===== src/rtl/rr_arbiter4.sv =====
// rr_arbiter4: four-requester round-robin arbiter with
// bounded hold under contention and registered grant outputs.
module rr_arbiter4 #(
  parameter int MAX_HOLD = 8
) (
  input  logic       clk,
  input  logic       rst,
  input  logic [3:0] req,
  output logic [3:0] gnt,
  output logic [1:0] gnt_id,
  output logic       gnt_valid,
  output logic       preempt
);

  localparam int CW =
    (MAX_HOLD < 1) ? 1 : $clog2(MAX_HOLD + 1);
  localparam int HLIM =
    (MAX_HOLD > 0) ? MAX_HOLD - 1 : 0;
  localparam logic [CW-1:0] CLIM = CW'(HLIM);
  localparam bit HOLD_EN = (MAX_HOLD != 0);

  typedef enum logic {
    S_IDLE  = 1'b0,
    S_GRANT = 1'b1
  } state_t;

  state_t        r_state;
  logic [1:0]    r_ptr;
  logic [1:0]    r_owner;
  logic [CW-1:0] r_cnt;
  logic [3:0]    r_gnt;
  logic [1:0]    r_gnt_id;
  logic          r_gnt_valid;
  logic          r_preempt;

  state_t        w_state_nx;
  logic [1:0]    w_ptr_nx;
  logic [1:0]    w_owner_nx;
  logic [CW-1:0] w_cnt_nx;
  logic          w_pre_nx;
  logic [3:0]    w_gnt_nx;
  logic [1:0]    w_id_nx;
  logic          w_valid_nx;
  logic [3:0]    w_k_oh;
  logic [1:0]    w_nxt;
  logic          w_others;

  // First set bit of r scanning from s upward, mod 4.
  function automatic logic [1:0] f_search(
    input logic [3:0] r,
    input logic [1:0] s
  );
    logic [1:0] idx;
    logic [1:0] res;
    logic       hit;
    res = s;
    hit = 1'b0;
    for (int i = 0; i < 4; i++) begin
      idx = s + 2'(i);
      if (!hit && r[idx]) begin
        res = idx;
        hit = 1'b1;
      end
    end
    return res;
  endfunction

  assign w_k_oh   = 4'b0001 << r_owner;
  assign w_nxt    = r_owner + 2'd1;
  assign w_others = |(req & ~w_k_oh);

  // State register: FSM state, bookkeeping and output flops.
  always_ff @(posedge clk) begin
    if (rst) begin
      r_state     <= S_IDLE;
      r_ptr       <= 2'd0;
      r_owner     <= 2'd0;
      r_cnt       <= '0;
      r_gnt       <= 4'd0;
      r_gnt_id    <= 2'd0;
      r_gnt_valid <= 1'b0;
      r_preempt   <= 1'b0;
    end else begin
      r_state     <= w_state_nx;
      r_ptr       <= w_ptr_nx;
      r_owner     <= w_owner_nx;
      r_cnt       <= w_cnt_nx;
      r_gnt       <= w_gnt_nx;
      r_gnt_id    <= w_id_nx;
      r_gnt_valid <= w_valid_nx;
      r_preempt   <= w_pre_nx;
    end
  end

  // Next state: grant, release hand-off, pre-emption, hold.
  always_comb begin
    w_state_nx = r_state;
    w_ptr_nx   = r_ptr;
    w_owner_nx = r_owner;
    w_cnt_nx   = r_cnt;
    w_pre_nx   = 1'b0;
    unique case (r_state)
      S_IDLE: begin
        w_cnt_nx = '0;
        if (|req) begin
          w_state_nx = S_GRANT;
          w_owner_nx = f_search(req, r_ptr);
        end
      end
      S_GRANT: begin
        if (!req[r_owner]) begin
          w_ptr_nx = w_nxt;
          w_cnt_nx = '0;
          if (w_others)
            w_owner_nx = f_search(req, w_nxt);
          else
            w_state_nx = S_IDLE;
        end else if (HOLD_EN && r_cnt == CLIM
                     && w_others) begin
          w_owner_nx =
            f_search(req & ~w_k_oh, w_nxt);
          w_ptr_nx = w_nxt;
          w_cnt_nx = '0;
          w_pre_nx = 1'b1;
        end else if (HOLD_EN && r_cnt != CLIM) begin
          w_cnt_nx = r_cnt + CW'(1);
        end
      end
      default: ;
    endcase
  end

  // Output decode from the next state, registered above.
  always_comb begin
    w_gnt_nx   = 4'd0;
    w_id_nx    = 2'd0;
    w_valid_nx = 1'b0;
    if (w_state_nx == S_GRANT) begin
      w_gnt_nx   = 4'b0001 << w_owner_nx;
      w_id_nx    = w_owner_nx;
      w_valid_nx = 1'b1;
    end
  end

  assign gnt       = r_gnt;
  assign gnt_id    = r_gnt_id;
  assign gnt_valid = r_gnt_valid;
  assign preempt   = r_preempt;

endmodule


===== config.mk =====
export PLATFORM = sky130hd
export DESIGN_NAME = rr_arbiter4
export DESIGN_NICKNAME = d
export VERILOG_FILES = /design/src/rtl/rr_arbiter4.sv
export SDC_FILE = /design/constraint.sdc
export NUM_CORES = 1
export LEC_CHECK = 0
export BUFFER_PORTS_ARGS = -buffer_cell sky130_fd_sc_hd__buf_4
export CAP_MARGIN = 40
export CORE_ASPECT_RATIO = 1.2
export CORE_MARGIN = 5
export CORE_UTILIZATION = 61
export DETAILED_ROUTE_END_ITERATION = 10
export PLACE_DENSITY_LB_ADDON = 0.3
export SETUP_SLACK_MARGIN = 0.4
export SLEW_MARGIN = 0
export SYNTH_ARGS = -nofsm -noshare
export SYNTH_HDL_FRONTEND = slang
export SYNTH_SLANG_ARGS = --single-unit

===== constraint.sdc =====
create_clock -name clk -period 3.8 [get_ports clk]
set_clock_uncertainty 0.2 [all_clocks]
set_input_delay 0.95 -clock clk [delete_from_list [all_inputs] [get_ports clk]]
set_output_delay 0.95 -clock clk [all_outputs]
set_load 0.03 [all_outputs]

# After elaboration in Yosys (flattened, before gate mapping)
# Cells that the tools add are included.
[word_totals] output_inout_bits=8 in_bits=6 register_bits=17
[op_classes] mux=85 n_reduce_logical=24 n_eq_ne=4 magnitude_cmp=9 n_addsub=8 bitwise=5 shifts=2
[ops] operator="$mux W1" count=51
[ops] operator="$mux W2" count=15
[ops] operator="$lt A2 B3 Y1 const B" count=9
[ops] operator="$bmux W1 S2" count=13
[ops] operator="$mux W4" count=3
[ops] operator="$logic_and A1 B1 Y1" count=10
[ops] operator="$logic_not A1 Y1" count=9
[ops] operator="$add A2 B2 Y2 const B" count=4
[ops] operator="$pmux W4 S2" count=1
[ops] operator="$reduce_or A4 Y1" count=2
[ops] operator="$shl A1 B2 Y4 const A" count=2
[ops] operator="$add A2 B1 Y2 const B" count=3
[ops] operator="$add A4 B1 Y4 const B" count=1
[ops] operator="$and A4 B4 Y4" count=1
[ops] operator="$eq A4 B3 Y1 const B" count=1
[ops] operator="$ne A4 B2 Y1 const B" count=1
[ops] operator="$ne A4 B3 Y1 const B" count=1
[ops] operator="$not A4 Y4" count=1
[ops] operator="$pmux W2 S2" count=1
[ops] operator="$not A1 Y1" count=3
[ops] operator="$reduce_or A3 Y1" count=1
[ops] operator="$ne A2 B1 Y1 const B" count=1
[ops] operator="$pmux W1 S2" count=1
[ops] operator="$reduce_and A2 Y1" count=1
[ops] operator="$reduce_or A2 Y1" count=1

# Longest topological paths before layout
[logic_depth] word_depth=28 depth_mapped=10 depth_no_buf=8

# Worst setup path after synthesis
# OpenSTA, ideal clock, no wires.
[synth_path] path_type="in2reg" from="input req[3]" to="register r_gnt[0] (netlist: gnt[0])" path_slack_ns=1.111 required_ns=3.538 n_path_buf=1 stages=6 setup_ns=0.062 t_arrival_ns=2.427 path_cell_list="buf_2 -> mux4_2 -> nor3b_1 -> o2111ai_1 -> mux2i_2 -> and4b_1"
[synth_via] elab_chain_len=26
[synth_lines] element="start, declared" line="8" source="input logic [3:0] req,"
[synth_lines] element="$and A4 B4 Y4" line="70, 121"
[synth_lines] element="$bmux W1 S2" line="60" source="if (!hit && r[idx]) begin"
[synth_lines] element="$mux W1 (not written as such)" line="60"
[synth_lines] element="$mux W1" line="60"
[synth_lines] element="$mux W1" line="118" source="end else if (HOLD_EN && r_cnt == CLIM"
[synth_lines] element="$mux W1" line="111" source="if (!req[r_owner]) begin"
[synth_lines] element="$mux W1" line="102" source="unique case (r_state)"
[synth_lines] element="$logic_not A1 Y1" line="60"
[synth_lines] element="(+10 left out)"
[synth_lines] element="$mux W1" line="102"
[synth_lines] element="$logic_not A1 Y1" line="60"
[synth_lines] element="$logic_and A1 B1 Y1" line="60"
[synth_lines] element="$mux W2" line="60"
[synth_lines] element="$mux W2" line="118"
[synth_lines] element="$mux W2" line="111"
[synth_lines] element="$pmux W2 S2" line="102"
[synth_lines] element="$shl A1 B2 Y4" line="139" source="w_gnt_nx = 4'b0001 << w_owner_nx;"
[synth_lines] element="end signal, assigned" line="88" source="r_gnt <= w_gnt_nx;"
[synth_lines] element="end, declared" line="31" source="logic [3:0] r_gnt;"
# Several ways; a longest one is shown, not always the timed one. The select of a mux whose other input is x is not followed.
# A chain may end at the register's enable or synchronous reset.

# Worst setup path in the final report
[layout_path] from="register r_owner[1]" to="register r_gnt[0] (netlist: gnt[0])"
[layout_lines] element="start, declared" line="29" source="logic [1:0] r_owner;"
[layout_lines] element="start signal, assigned" line="86" source="r_owner <= w_owner_nx;"
[layout_lines] element="$add A2 B1 Y2 *" line="69" source="assign w_nxt = r_owner + 2'd1;"
[layout_lines] element="net w_nxt[1]" line="45" source="logic [1:0] w_nxt;"
[layout_lines] element="$bmux W1 S2" line="60"
[layout_lines] element="$mux W1 (not written as such)" line="60"
[layout_lines] element="$mux W1" line="60"
[layout_lines] element="$mux W1 (on tied branches)" line="114, 118"
[layout_lines] element="$mux W1" line="111"
[layout_lines] element="$mux W1" line="102"
[layout_lines] element="(+11 left out)"
[layout_lines] element="$mux W1" line="102"
[layout_lines] element="$logic_not A1 Y1" line="60"
[layout_lines] element="$logic_and A1 B1 Y1" line="60"
[layout_lines] element="$mux W2" line="60"
[layout_lines] element="$mux W2 (on tied branches)" line="114, 118"
[layout_lines] element="$mux W2 *" line="111"
[layout_lines] element="$pmux W2 S2 *" line="102"
[layout_lines] element="$shl A1 B2 Y4 *" line="139"
# Mark *: on every way through the listed nets, which the timed path passes. The rest lies on a longest branch. The select of a mux whose other input is x is not followed.

==> flow_metrics.tcl <==
set metrics [dict create \
    wl_per_cell_um 15.8 \
    fin_tns_setup_ps 0 \
    drv_cap 0 \
    cts.path.max_buffers 2 \
    reg2reg_to "gnt[0]" \
    max_freq_mhz 352 \
    clock_latency_ps 280 \
    synth.distinct_cells 47 \
    grt.total_usage_pct 20.8 \
    dr_wl_met3_um 174 \
    post-route-period-util_pct 74.7 \
    drive_gt1_share_pct 17.4 \
    worstMarginPinSlew_ps 593 \
    grt_max_degree 20 \
    fin_crit_ps 2840 \
    cts_resized 0 \
    min_to "r_cnt[1]" \
    antenna_found_initial 0 \
    n_fill_cell 164 \
    worstSetupPathType "register to register" \
    nNetsFinal 167 \
    cp-end-kind "register" \
    yosys_warnings 0 \
    peakVddDrop_mv 0.187 \
    cts_tree "yes" \
    first_pass_iters 6 \
    final_cells 174 \
    required_ps 3830 \
    chipHeight_um 58.5 \
    diodes 0 \
    cts_setup_buffers 0 \
    io_buffers 13 \
    cts-htree-levels 1 \
    via_per_inst 6.57 \
    synth_nets 155 \
    cellPowerDensity_nw_per_um2 393 \
    cts_buffers 3 \
    dp_hpwl_um 2110 \
    critPathArrivalTime_ps 2870 \
    drc 0 \
    cellLeakagePower_nw 0.486 \
    grt_pass1_wl_um 4910 \
    grt-ovfl-total 0 \
    met2_length_um 1350 \
    first_global_vias 1075 \
    hp-class "register to register" \
    antenna_left 0 \
    dieArea_um2 2950 \
    cts.clk_slew.worst_paths_ps 90 \
    die_x_um 50.4 \
    routed_wl_um 2750 \
    fin_total_pwr_uw 519 \
    reg2reg_slack_ps 960 \
    seq_area_frac_synth_pct 26.8 \
    slew_headroom_pct 60.1 \
    rsz0062_at_grt "no" \
    synth_area_per_cell_um2 8.30 \
    clock-sinks 16 \
    io_pins 14 \
    synth_cells 144 \
    highest_layer "met4" \
    num_rows 17 \
    core_um2 1850 \
    syn2layout_area_growth_pct 10.4 \
    hold_depth 2 \
    synth.cell_area_um2 1190 \
    synth_seq_cells 16 \
    status "finished, final reports clean" \
    drt-initial-drc-count 26 \
    hold_start "r_cnt[1]" \
    via_count 1144 \
    reg2reg_depth 8 \
    placedCellCount 170 \
    reg2reg_from "r_owner[1]" \
    met1Wirelength_um 1150 \
    cp_max_fo 12 \
    hold_viol_final 0 \
    cp-start-kind "register" \
    slew_violations 0 \
    initial_core_util_pct 64.6 \
    final-setup-viol-count 0 \
    gp_congestion 0.909 \
    cts_root_buffer "clkbuf_4" \
    ctsHoldBuffers 0 \
]
logic make-up (layout without fill, tap and decap cells):
| logic type | Yosys count | after routing | synth area share, % |
|---|---|---|---|
| AND/OR/NAND/NOR | 57 | 57 | 28.2 |
| AO/OA/AOI/OAI | 49 | 49 | 29.8 |
| flip-flops | 16 | 16 | 26.8 |
| buffers and inverters | 13 | 24 | 5.34 |
| adder cells (fa/ha/maj) | 5 | 5 | 5.24 |
| multiplexers | 3 | 3 | 3.87 |
| XOR/XNOR | 1 | 1 | 0.733 |
cell usage after synthesis (all sizes together):
cell / count / area share, %
dfxtp: 16 / 27
a21oi: 13 / 5.4
nor2: 12 / 3.8
o21ai: 11 / 4.6
nand2b: 8 / 4.2
buf: 7 / 3.5
a211oi: 6 / 4.2
inv: 6 / 1.9
nor3: 6 / 2.5
ha: 5 / 5.2
nor2b: 5 / 2.6
nand2: 4 / 1.3
a311oi: 3 / 2.7
nand3: 3 / 1.3
nand3b: 3 / 1.9
nor4: 3 / 1.6
or3b: 3 / 2.6
a21boi: 2 / 1.3
a31oi: 2 / 1.0
mux2i: 2 / 2.0
nor3b: 2 / 1.3
o211ai: 2 / 1.3
a2111oi: 1 / 2.3
a22o: 1 / 0.73
a32oi: 1 / 0.73
and2b: 1 / 0.63
and3: 1 / 0.52
and3b: 1 / 0.73
and4: 1 / 0.73
and4b: 1 / 0.84
mux4: 1 / 1.9
nand4: 1 / 0.52
nor4b: 1 / 0.73
o2111ai: 1 / 0.73
o221ai: 1 / 0.73
o22ai: 1 / 0.52
o311a: 1 / 0.84
o311ai: 1 / 0.73
o31ai: 1 / 0.63
o41ai: 1 / 1.4
or2: 1 / 0.52
xor2: 1 / 0.73
cell type report:
type	instances	area, um2	area share [%]
inverters	6	22.5	1.71
clock buffers	4	36.3	2.75
multi-input cells	115	811	61.5
repair buffers	14	105	7.97
flip-flops and latches	16	320	24.3
well taps	19	23.8	1.80
power breakdown:
part           total [mW]  internal, mW  switching, mW  leakage, nW
clock network       0.108        0.0583         0.0492       0.0210
registers           0.195         0.184         0.0109        0.131
logic               0.216        0.0800          0.136        0.334
total               0.519         0.322          0.196        0.486
critical path, stage by stage (launching register included):
cell and delay [ps]:
dfxtp_1 490, inv_1 150, ha_1 470, inv_1 220, o311ai_0 160, a211oi_1 410
a211oi_2 140, mux2i_2 300, and4b_1 230
how the worst max path moves through the flow:
stage,from,to,slack [ps]
2_1_floorplan,req[3],gnt[0],1110
3_3_place_gp,req[2],gnt[3],910
3_5_place_dp,req[2],gnt[0],870
4_1_cts,r_owner[1],gnt[0],1000
5_1_grt,r_owner[1],gnt[0],790
6_report,r_owner[1],gnt[0],960
per-stage QoR:
step                      setup slack [ps]  hold slack (ps)  utilization (%)  cell area [um2]
after floorplan                       1110              261                -             1190
after global placement                 906              289             69.3             1280
after detailed placement               868              284             69.3             1280
after CTS                             1000              297             71.3             1320
after global routing                   789              337             71.3             1320
final                                  962              291             71.3             1320
metal layers:
| layer | vias up | GRT usage [%] |
|---|---|---|
| met4 | 0 | 12.0 |
| met5 | - | 0 |
| met2 | 38 | 33.6 |
| met3 | 10 | 3.29 |
| li1 | 569 | - |
| met1 | 527 | 25.9 |
cell usage in the layout, fill, tap and decap left out, types with 2 or more instances in the layout:
master     n
nor2_1    12
nor2b_1    5
buf_4     14
a211oi_1   5
dfxtp_1   16
nand3_1    3
ha_1       5
a31oi_1    2
nand2b_1   8
nor3b_1    2
clkbuf_4   3
inv_1      6
nand2_1    4
o21ai_0   11
nor3_1     6
nand3b_1   3
a311oi_1   2
or3b_4     2
o211ai_1   2
nor4_1     3
a21boi_1   2
a21oi_1   13
registers in the layout (all words and copies together) (netlist names):
register,flops
r_owner,2
r_ptr,2
preempt,1
gnt_id,2
r_cnt,4
gnt,4
r_state,1
No activity file was read; power rests on OpenSTA's default activity.
